`src/rtl/stage_if.sv`:
```
// +-----------------------------------------------------------------------------+
// | stage_if : instruction fetch stage, Wishbone B4 classic master, 1-entry skid |
// | Rev 1.0                                                                     |
// +-----------------------------------------------------------------------------+
`default_nettype none

module stage_if #(
   parameter logic [31:0] RESET_ADDR = 32'h8000_0000,
   parameter logic [31:0] NOP_INST   = 32'h0000_0013
) (
   input  logic        clk_i,
   input  logic        rstn_i,
   output logic [31:0] iwbm_addr_o,
   output logic        iwbm_cyc_o,
   output logic        iwbm_stb_o,
   input  logic [31:0] iwbm_dat_i,
   input  logic        iwbm_ack_i,
   input  logic        iwbm_err_i,
   input  logic        stall_i,
   input  logic        redirect_i,
   input  logic [31:0] redirect_pc_i,
   output logic [31:0] instruction_o,
   output logic [31:0] pc_o,
   output logic        valid_o,
   output logic        e_inst_addr_misaligned_o,
   output logic        e_inst_access_fault_o
);

   typedef enum logic [1:0] {
      S_FETCH = 2'd0,
      S_SKID  = 2'd1,
      S_DRAIN = 2'd2,
      S_HALT  = 2'd3
   } state_t;

   state_t      state_q, state_d;
   logic [31:0] pc_q, pc_d;
   logic        cyc_q, cyc_d;
   logic [31:0] instr_q, instr_d;
   logic [31:0] pco_q, pco_d;
   logic        valid_q, valid_d;
   logic        emis_q, emis_d;
   logic        eacc_q, eacc_d;
   logic [31:0] skid_instr_q, skid_instr_d;
   logic [31:0] skid_pc_q, skid_pc_d;
   logic        skid_err_q, skid_err_d;

   logic w_free;
   logic w_ack;
   logic w_err;
   logic w_redir_mis;

   assign w_free      = !valid_q || !stall_i;
   assign w_ack       = cyc_q && iwbm_ack_i;
   assign w_err       = cyc_q && iwbm_err_i && !iwbm_ack_i;
   assign w_redir_mis = (redirect_pc_i[1:0] != 2'b00);

   always_comb begin
      state_d      = state_q;
      pc_d         = pc_q;
      cyc_d        = cyc_q;
      instr_d      = instr_q;
      pco_d        = pco_q;
      valid_d      = valid_q;
      emis_d       = emis_q;
      eacc_d       = eacc_q;
      skid_instr_d = skid_instr_q;
      skid_pc_d    = skid_pc_q;
      skid_err_d   = skid_err_q;

      if (redirect_i) begin
         pc_d       = redirect_pc_i;
         skid_err_d = 1'b0;
         eacc_d     = 1'b0;
         instr_d    = NOP_INST;
         if (w_redir_mis) begin
            pco_d   = redirect_pc_i;
            valid_d = 1'b1;
            emis_d  = 1'b1;
         end else begin
            valid_d = 1'b0;
            emis_d  = 1'b0;
         end
         // A live transaction cannot be abandoned on the bus; finish it silently.
         if (cyc_q && !iwbm_ack_i && !iwbm_err_i) begin
            state_d = S_DRAIN;
            cyc_d   = 1'b1;
         end else if (w_redir_mis) begin
            state_d = S_HALT;
            cyc_d   = 1'b0;
         end else begin
            state_d = S_FETCH;
            cyc_d   = 1'b1;
         end
      end else begin
         if (state_q != S_SKID && w_free) begin
            valid_d = 1'b0;
            instr_d = NOP_INST;
            emis_d  = 1'b0;
            eacc_d  = 1'b0;
         end
         case (state_q)
            S_FETCH: begin
               if (w_ack) begin
                  pc_d = pc_q + 32'd4;
                  if (w_free) begin
                     instr_d = iwbm_dat_i;
                     pco_d   = pc_q;
                     valid_d = 1'b1;
                  end else begin
                     skid_instr_d = iwbm_dat_i;
                     skid_pc_d    = pc_q;
                     skid_err_d   = 1'b0;
                     cyc_d        = 1'b0;
                     state_d      = S_SKID;
                  end
               end else if (w_err) begin
                  cyc_d = 1'b0;
                  if (w_free) begin
                     instr_d = NOP_INST;
                     pco_d   = pc_q;
                     valid_d = 1'b1;
                     eacc_d  = 1'b1;
                     state_d = S_HALT;
                  end else begin
                     skid_instr_d = NOP_INST;
                     skid_pc_d    = pc_q;
                     skid_err_d   = 1'b1;
                     state_d      = S_SKID;
                  end
               end else if (!cyc_q) begin
                  cyc_d = 1'b1;
               end
            end
            S_SKID: begin
               if (!stall_i) begin
                  instr_d = skid_instr_q;
                  pco_d   = skid_pc_q;
                  valid_d = 1'b1;
                  emis_d  = 1'b0;
                  eacc_d  = skid_err_q;
                  cyc_d   = !skid_err_q;
                  state_d = skid_err_q ? S_HALT : S_FETCH;
               end
            end
            S_DRAIN: begin
               // pc_q already holds the redirect target; its alignment picks the exit.
               if (iwbm_ack_i || iwbm_err_i) begin
                  cyc_d   = (pc_q[1:0] == 2'b00);
                  state_d = (pc_q[1:0] == 2'b00) ? S_FETCH : S_HALT;
               end
            end
            default: begin
               cyc_d = 1'b0;
            end
         endcase
      end
   end

   always_ff @(posedge clk_i or negedge rstn_i) begin
      if (!rstn_i) begin
         state_q      <= S_FETCH;
         pc_q         <= RESET_ADDR;
         cyc_q        <= 1'b0;
         instr_q      <= NOP_INST;
         pco_q        <= RESET_ADDR;
         valid_q      <= 1'b0;
         emis_q       <= 1'b0;
         eacc_q       <= 1'b0;
         skid_instr_q <= NOP_INST;
         skid_pc_q    <= RESET_ADDR;
         skid_err_q   <= 1'b0;
      end else begin
         state_q      <= state_d;
         pc_q         <= pc_d;
         cyc_q        <= cyc_d;
         instr_q      <= instr_d;
         pco_q        <= pco_d;
         valid_q      <= valid_d;
         emis_q       <= emis_d;
         eacc_q       <= eacc_d;
         skid_instr_q <= skid_instr_d;
         skid_pc_q    <= skid_pc_d;
         skid_err_q   <= skid_err_d;
      end
   end

   assign iwbm_addr_o              = pc_q;
   assign iwbm_cyc_o               = cyc_q;
   assign iwbm_stb_o               = cyc_q;
   assign instruction_o            = instr_q;
   assign pc_o                     = pco_q;
   assign valid_o                  = valid_q;
   assign e_inst_addr_misaligned_o = emis_q;
   assign e_inst_access_fault_o    = eacc_q;

endmodule

`default_nettype wire

```
`config.mk`:
```
export PLATFORM = sky130hd
export DESIGN_NAME = stage_if
export DESIGN_NICKNAME = d
export VERILOG_FILES = /design/src/rtl/stage_if.sv
export SDC_FILE = /design/constraint.sdc
export NUM_CORES = 1
export LEC_CHECK = 0
export ABC_CLOCK_PERIOD_IN_PS = 4600
export CAP_MARGIN = 10
export CORE_MARGIN = 1.5
export CORE_UTILIZATION = 43
export DETAILED_ROUTE_END_ITERATION = 6
export PLACE_DENSITY = 0.69
export SLEW_MARGIN = 20
export SYNTH_ARGS = -nofsm -noshare
export SYNTH_HDL_FRONTEND = slang
export SYNTH_SLANG_ARGS = --single-unit
```
`constraint.sdc`:
```
create_clock -name clk_i -period 4.6 [get_ports clk_i]
set_input_delay 0.46 -clock clk_i [delete_from_list [all_inputs] [get_ports clk_i]]
set_output_delay 0.46 -clock clk_i [all_outputs]
set_load 0.03 [all_outputs]
```
; Word level (Yosys, flattened, before mapping)
; Index checks and enable logic that the tools add are counted.
[classes]
add_sub_neg = 1
n_eq_ne = 12
muxes = 70
bitwise_logic = 1
reduce_logical = 29
[op_table]
columns = operator, n
row1 = $mux 32, 23
row2 = $pmux 32 s2, 2
row3 = $add 32x3->32 const B, 1
row4 = $mux 1, 30
row5 = $mux 2, 11
row6 = $ne 3x3->1 const B, 4
row7 = $reduce_and 5->1, 2
row8 = $ne 4x4->1 const B, 2
row9 = $reduce_and 4->1, 2
row10 = $reduce_bool 2->1, 4
row11 = $logic_and 1x1->1, 6
row12 = $pmux 2 s3, 1
row13 = $reduce_and 3->1, 2
row14 = $reduce_bool 3->1, 2
row15 = $logic_not 1->1, 5
row16 = $logic_not 2->1, 2
row17 = $ne 2x1->1 const B, 2
row18 = $ne 2x2->1 const B, 2
row19 = $pmux 1 s2, 2
row20 = $reduce_bool 4->1, 1
row21 = $pmux 1 s3, 1
row22 = $eq 2x1->1 const B, 1
row23 = $eq 2x2->1 const B, 1
row24 = $logic_or 1x1->1, 2
row25 = 2 further kinds, 2
[totals]
regBits = 167
input_bits = 70
wordCells = 124

; Depth between registers and ports, before layout
; Gate-level depths: netlist of the first run.
[logic_depth]
word_depth = 9
mapped_depth = 9
mapped_depth_nobuf = 6

; Least setup slack after synthesis of the first run
; Ideal clock, no wire load.
[synth_timing]
path_type = flip-flop to flip-flop
from = register pc_q[2] (netlist: iwbm_addr_o[2])
to = register pc_q[23] (netlist: iwbm_addr_o[23])
arrival_ns = 2.081
required_ns = 4.518
path_slack_ns = 2.437
stages_incl_launch_ff = 6
synth_period_minus_slack_ns = 2.163
path_cell_list = dfrtp_1 > buf_2 > nand4_2 > or4_4 > or4_1 > a31oi_1
[synth_between]
elab_chain_len = 4
[synth_lines]
columns = item, line_no
row1 = "start, declared", 37  ; logic [31:0] pc_q, pc_d;
row2 = "start signal, assigned", 175  ; pc_q <= pc_d;
row3 = $add 32x3->32, 105  ; pc_d = pc_q + 32'd4;
row4 = $mux 32, 104  ; if (w_ack) begin
row5 = $mux 32, 102  ; case (state_q)
row6 = $mux 32, 71  ; if (redirect_i) begin
; Every way passes these cells. The select of a mux whose other input is x is not followed.
; A chain may end at the register's enable or synchronous reset.

; Final worst setup path of the first run
[layout_timing]
from = register state_q[0]
to = register skid_instr_q[6]
[layout_between]
elab_chain_len = 2
[layout_lines]
columns = item, line_no
row1 = "start, declared", 36  ; state_t state_q, state_d;
row2 = "start signal, assigned", 174  ; state_q <= state_d;
row3 = $logic_not 2->1, 102
row4 = $reduce_and 5->1 (no line), -
row5 = "end signal, assigned", 182  ; skid_instr_q <= skid_instr_d;
row6 = "end, declared", 44  ; logic [31:0] skid_instr_q, skid_instr_d;
; Every way passes these cells.

==> results of run 1 <==
==> layout make-up <==
class,count,share of cell area (%)
sequential,167,38.5
multi-input combinational,595,36.0
timing repair buffer,184,16.7
clock buffer,18,4.03
tap,260,2.99
clock inverter,14,1.28
inverter,14,0.494
==> worst max-delay path, cell delays in order, from the launching register on <==
cell and delay (ns):
dfrtp_1 0.40, inv_1 0.11, ha_1 0.49, nand2_1 0.21, or4_2 0.95, buf_4 0.40
a22o_1 0.28
==> Yosys cell counts, types with 2 or more instances <==
cell        n
a221oi_1    7
and2_1      2
xnor2_1     7
buf_2      11
o21ai_0    36
or3_1       2
o31ai_1     2
mux2i_1    55
dfrtp_1   158
a21oi_1    51
o21a_1      2
a21bo_2     2
inv_1      13
nand3_1    15
nor2_1     43
nand4_1    12
nor2b_1    12
or4_1       2
nor4_2      2
nor3_1     12
and3_1      4
nand2b_1    2
ha_1        5
and4_1      7
a21boi_0    2
a222oi_1    2
o221ai_1    3
a211oi_1   18
mux2_2     34
clkbuf_1   46
a311oi_1    3
buf_1       6
nor3_2      2
xor2_1      5
a22oi_1     4
mux2_1      3
a31oi_1     4
a22o_1     57
dfstp_2     9
nor4_1     12
o22a_1      3
nand2_1   144
and4b_1     3
==> flip-flops by register name, indices dropped and copies added, names as in the netlist <==
register,cells
pc_o,32
instruction_o,32
valid_o,1
e_inst_addr_misaligned_o,1
state_q,2
skid_instr_q,32
e_inst_access_fault_o,1
skid_pc_q,32
skid_err_q,1
iwbm_addr_o,32
iwbm_cyc_o,1
==> metal layers <==
layer  GRT usage, %  part of all wire (%)  up-vias
met5              0                     0        -
li1               -                     -     3320
met3           5.33                   6.3       29
met2           36.2                    46      226
met4           7.38                   1.5        0
met1           32.4                    46     3458
==> logic make-up (layout without fill, tap and decap cells) <==
logic type	after synthesis	in the layout	share of synthesized area (%)
adder cells (fa/ha/maj)	5	5	0.746
XOR/XNOR	12	12	1.25
AND/OR/NAND/NOR	281	281	15.8
buffers and inverters	78	230	3.70
AO/OA/AOI/OAI	205	205	17.0
flip-flops	167	167	50.0
multiplexers	92	92	11.5
==> through the flow <==
stage | hold slack (ns) | area (um^2) | setup WS (ns)
floorplan | 0.164 | 8390 | 2.44
global placement | 0.447 | 10300 | 1.50
detailed placement | 0.458 | 10300 | 1.46
CTS | 0.168 | 10900 | 1.57
global route | 0.186 | 10900 | 1.48
finish | 0.0858 | 10900 | 1.62
==> worst paths after layout <==
| path | endpoint | slack, ns | cells past startpoint |
|---|---|---|---|
| worst max-delay path | skid_instr_q[6] | 1.62 | 6 |
| worst min-delay path | instruction_o[19] | 0.09 | 1 |
| worst max register to register | skid_instr_q[6] | 1.62 | 6 |
| worst min register to register | skid_pc_q[31] | 0.47 | 2 |
| max in group asynchronous | skid_instr_q[0] | 3.38 | 2 |
| min in group clk_i | e_inst_access_fault_o | 0.43 | 2 |
==> power by group through the flow <==
| stage | registers [uW] | clock network (uW) | logic, uW |
|---|---|---|---|
| floorplan | 2490 | 0 | 979 |
| global placement | 2190 | 0 | 2020 |
| detailed placement | 2200 | 0 | 2050 |
| CTS | 2180 | 1430 | 2060 |
| global route | 2240 | 1500 | 2200 |
| finish | 2180 | 1410 | 2050 |
==> impl_metrics.tcl, run 1 <==
set metrics [dict create \
    switchingPower_uw 2070 \
    arrival_ns 3.30 \
    netlist_area_mm2 0.00839 \
    synth-seq-cells 167 \
    power_frac_clock_pct 25.0 \
    cts.sinks 167 \
    clock_latency_ns 0.43 \
    vias_per_cell 5.62 \
    core-area_mm2 0.0189 \
    fin_skew_ns 0.0123 \
    clockRootBuffer "clkbuf_16" \
    drive_above_1_share_pct 10.9 \
    wl_per_cell_um 18.4 \
    placementRows 50 \
    total_power_uw 5640 \
    fillers 1644 \
    synthCells 840 \
    irDropWorstVdd_uv 319 \
    cts_tree "yes" \
    synth_cell_types 59 \
    synth_top_area_share_pct 47.1 \
    die_h_um 143 \
    internal_power_uw 3570 \
    fp.dieArea_mm2 0.0204 \
    stdcell_count 1252 \
    critical_path_class "flop to flop" \
    track_usage_pct 23.3 \
    comb_power_share_pct 36.3 \
    path_clk_slew_ns 0.07 \
    finalCritPeriodShare_pct 64.8 \
    critPathLaunch "state_q[0]" \
    cts_buffer_depth 2 \
    io_pins 171 \
    ys_seq_area_share_pct 50.0 \
    seqPwrFrac_pct 38.7 \
    final_common_cell "clkdlybuf4s50_1" \
    diodes 0 \
    finalNetCount 1054 \
    hp-class "primary input to async pin" \
    synthTopCellsByArea "dfrtp_1 (47%), mux2i_1 (6.6%), nand2_1 (6.4%), a22o_1 (6.0%), mux2_2 (4.6%)" \
    via_count 7033 \
    post_cts_buffers 0 \
    async_flop_share_pct 100 \
    cp.required_ns 4.91 \
    start_kind "flop" \
    ant_nets 0 \
    grt_max_degree 100 \
    max_slew_margin_pct 25.0 \
    hold_buffers 0 \
    final-seq-area_mm2 0.00419 \
    slew_viol_final 0 \
    drtPass1Iterations 5 \
    power.density_mw_per_mm2 517 \
    status "completed" \
    swShare_pct 36.7 \
    critPathCaptureType "flop" \
    drt-initial-drc-count 506 \
    synth_nets 915 \
    post-dp-hpwl_mm 15.0 \
    die_w_um 143 \
    synth_ff_type "dfrtp_1" \
    critical_path_peak_fanout 36 \
    yosys.area.top_type "dfrtp_1" \
    hold_viol 0 \
    leakage_uw 0.00469 \
    place_inst 1219 \
    r2r_start "state_q[0]" \
    tightest_slew_ns 1.11 \
    fmax_mhz 335 \
    multiInputGateArea_mm2 0.00392 \
    grt_pass1_vias 6951 \
    grt-ovfl-total 0 \
    start_util_pct 44.4 \
    wl_mm 23.0 \
    postLayoutCoreUtil_pct 57.6 \
    setup_viol 0 \
    antenna_found_initial 0 \
    grt_pass1_wl_mm 37.2 \
    synth-edff-count 0 \
    h-tree-depth 4 \
    drc 0 \
    syn_to_final_growth_pct 29.8 \
    gp_congestion 0.824 \
    synth_warnings 0 \
    numCtsBuffers 17 \
    avgSynthCellArea_um2 9.99 \
    maxCapViolCount 0 \
    period_needed_ns 2.98 \
    tns_ns 0 \
    io_buffers 170 \
    rsz0062_at_grt "no" \
    post_cts_resize_count 0 \
    layout_common_cells "clkdlybuf4s50_1 (168), dfrtp_1 (158), nand2_1 (143), a22o_1 (57), mux2i_1 (55)" \
]
No activity file was read; power rests on OpenSTA's default activity.
==> inputs of run 2 (changes only) <==
--- a/config.mk
+++ b/config.mk
@@ -5,7 +5,7 @@
 export SDC_FILE = /design/constraint.sdc
 export NUM_CORES = 1
 export LEC_CHECK = 0
-export ABC_CLOCK_PERIOD_IN_PS = 4600
+export ABC_CLOCK_PERIOD_IN_PS = 3100
 export CAP_MARGIN = 10
 export CORE_MARGIN = 1.5
 export CORE_UTILIZATION = 43
==> constraint.sdc (replaced) <==
create_clock -name clk_i -period 3.1 [get_ports clk_i]
set_input_delay 0.31 -clock clk_i [delete_from_list [all_inputs] [get_ports clk_i]]
set_output_delay 0.31 -clock clk_i [all_outputs]
set_load 0.03 [all_outputs]
==> impl_metrics.tcl, run 2 (synthesis gave the netlist of run 1 again) <==
set metrics [dict create \
    track_usage_pct 23.0 \
    finalNetCount 1065 \
    r2r_start "state_q[0]" \
    grt_max_degree 69 \
    status "completed" \
    grt_pass1_vias 6724 \
    placementRows 50 \
    worstHoldStart "redirect_i" \
    fmax_mhz 374 \
    critical_path_peak_fanout 15 \
    drc 0 \
    ant_nets 0 \
    leakage_uw 0.00474 \
    worstHoldEndpoint "iwbm_addr_o[31]" \
    h-tree-depth 4 \
    gp_congestion 0.800 \
    post-dp-hpwl_mm 15.1 \
    placed_area_mm2 0.0104 \
    cts.sinks 167 \
    grt_pass1_wl_mm 36.5 \
    finalCritPeriodShare_pct 86.3 \
    fin_skew_ns 0.00791 \
    clockRootBuffer "clkbuf_16" \
    io_pins 171 \
    power.density_mw_per_mm2 763 \
    io_buffers 170 \
    drt-initial-drc-count 446 \
    start_kind "flop" \
    postLayoutCoreUtil_pct 58.1 \
    wl_per_cell_um 18.1 \
    critical_path_class "flop to flop" \
    period_needed_ns 2.67 \
    post_cts_resize_count 0 \
    irDropWorstVdd_uv 488 \
    max_slew_margin_pct 56.4 \
    critPathLaunch "state_q[0]" \
    wl_mm 22.8 \
    reg2reg_depth 6 \
    rsz0062_at_grt "no" \
    r2r-end "iwbm_addr_o[15]" \
    tightest_slew_ns 0.654 \
    hold_depth 3 \
    die_h_um 143 \
    tns_ns 0 \
    clock_latency_ns 0.43 \
    cts_buffer_depth 2 \
    core-area_mm2 0.0189 \
    grt-ovfl-total 0 \
    final_common_cell "clkdlybuf4s50_1" \
    numCtsBuffers 17 \
    path_clk_slew_ns 0.07 \
    maxCapViolCount 0 \
    layout_common_cells "clkdlybuf4s50_1 (168), dfrtp_1 (158), nand2_1 (143), a22o_1 (57), mux2i_1 (55)" \
    diodes 0 \
    hold-worst-slack_ns 0.318 \
    cts_tree "yes" \
    die_w_um 143 \
    arrival_ns 3.01 \
    fp.dieArea_mm2 0.0204 \
    rrSetupSlack_ns 0.43 \
    cp.required_ns 3.44 \
    syn_to_final_growth_pct 30.9 \
    setup_viol 0 \
    vias_per_cell 5.59 \
    start_util_pct 44.4 \
    hp-class "primary input to flop" \
    via_count 7063 \
    hold_viol 0 \
    antenna_found_initial 0 \
    drive_above_1_share_pct 11.8 \
    critPathCaptureType "flop" \
    drtPass1Iterations 5 \
    slew_viol_final 0 \
    design_area_mm2 0.0110 \
]
==> run 2: cell count changes in the layout (fill, tap and decap cells not counted), sizes merged <==
cell         previous run  this run
clkinv                  5         4
buf                    16        26
dlygate4sd3             0         1
clkinvlp                3         4
==> run 2: timing repair <==
action / CTS / global route
buffers inserted: 0 / 0
setup endpoints to repair: 0 / 0
hold buffers: 1 / 0
endpoints found under the hold margin: 57 / 0
==> run 2: critical path, stage by stage (launching register included) <==
cell,delay [ns]
dfrtp_1,0.41
inv_1,0.11
ha_1,0.50
nand3_1,0.45
nor4_2,0.69
a311oi_1,0.19
a211oi_1,0.23
==> run 2: metrics by stage <==
stage               worst slack (ns)  power [uW]  instances
floorplan                      0.937        5150        840
global placement               0.535        6260       1230
detailed placement             0.497        6300       1230
CTS                            0.479        8430       1263
global route                   0.210        8820       1263
finish                         0.426        8380       1263
==> run 2: area by class of cell <==
| type | instances | area [um^2] |
|---|---|---|
| Timing Repair Buffer | 195 | 1910 |
| Fill cell | 1688 | 7910 |
| Sequential cell | 167 | 4190 |
| Clock inverter | 14 | 140 |
| Inverter | 14 | 53.8 |
| Clock buffer | 18 | 439 |
| Tap cell | 260 | 325 |
| Multi-Input combinational cell | 595 | 3920 |
==> run 2: worst max path at each step <==
stage / slack, ns / to / cells after the start
floorplan: 0.94 / iwbm_addr_o[23] / 5
global placement: 0.54 / iwbm_addr_o[15] / 5
detailed placement: 0.50 / iwbm_addr_o[15] / 6
CTS: 0.48 / iwbm_addr_o[15] / 6
global route: 0.21 / iwbm_addr_o[28] / 6
finish: 0.43 / iwbm_addr_o[15] / 6
==> run 2: routing by layer <==
metal | vias to the layer above | global-route usage (%) | share of wire, %
met2 | 212 | 34.1 | 45
met3 | 28 | 5.43 | 5.9
li1 | 3357 | - | -
met1 | 3466 | 32.8 | 48
met4 | 0 | 8.14 | 1.8
met5 | - | 0 | 0
==> run 2: power breakdown <==
group | internal [uW] | total, uW | switching, uW
Combinational | 1370 | 3050 | 1670
Clock | 1150 | 2100 | 954
Sequential | 2800 | 3230 | 433
Total | 5320 | 8380 | 3060
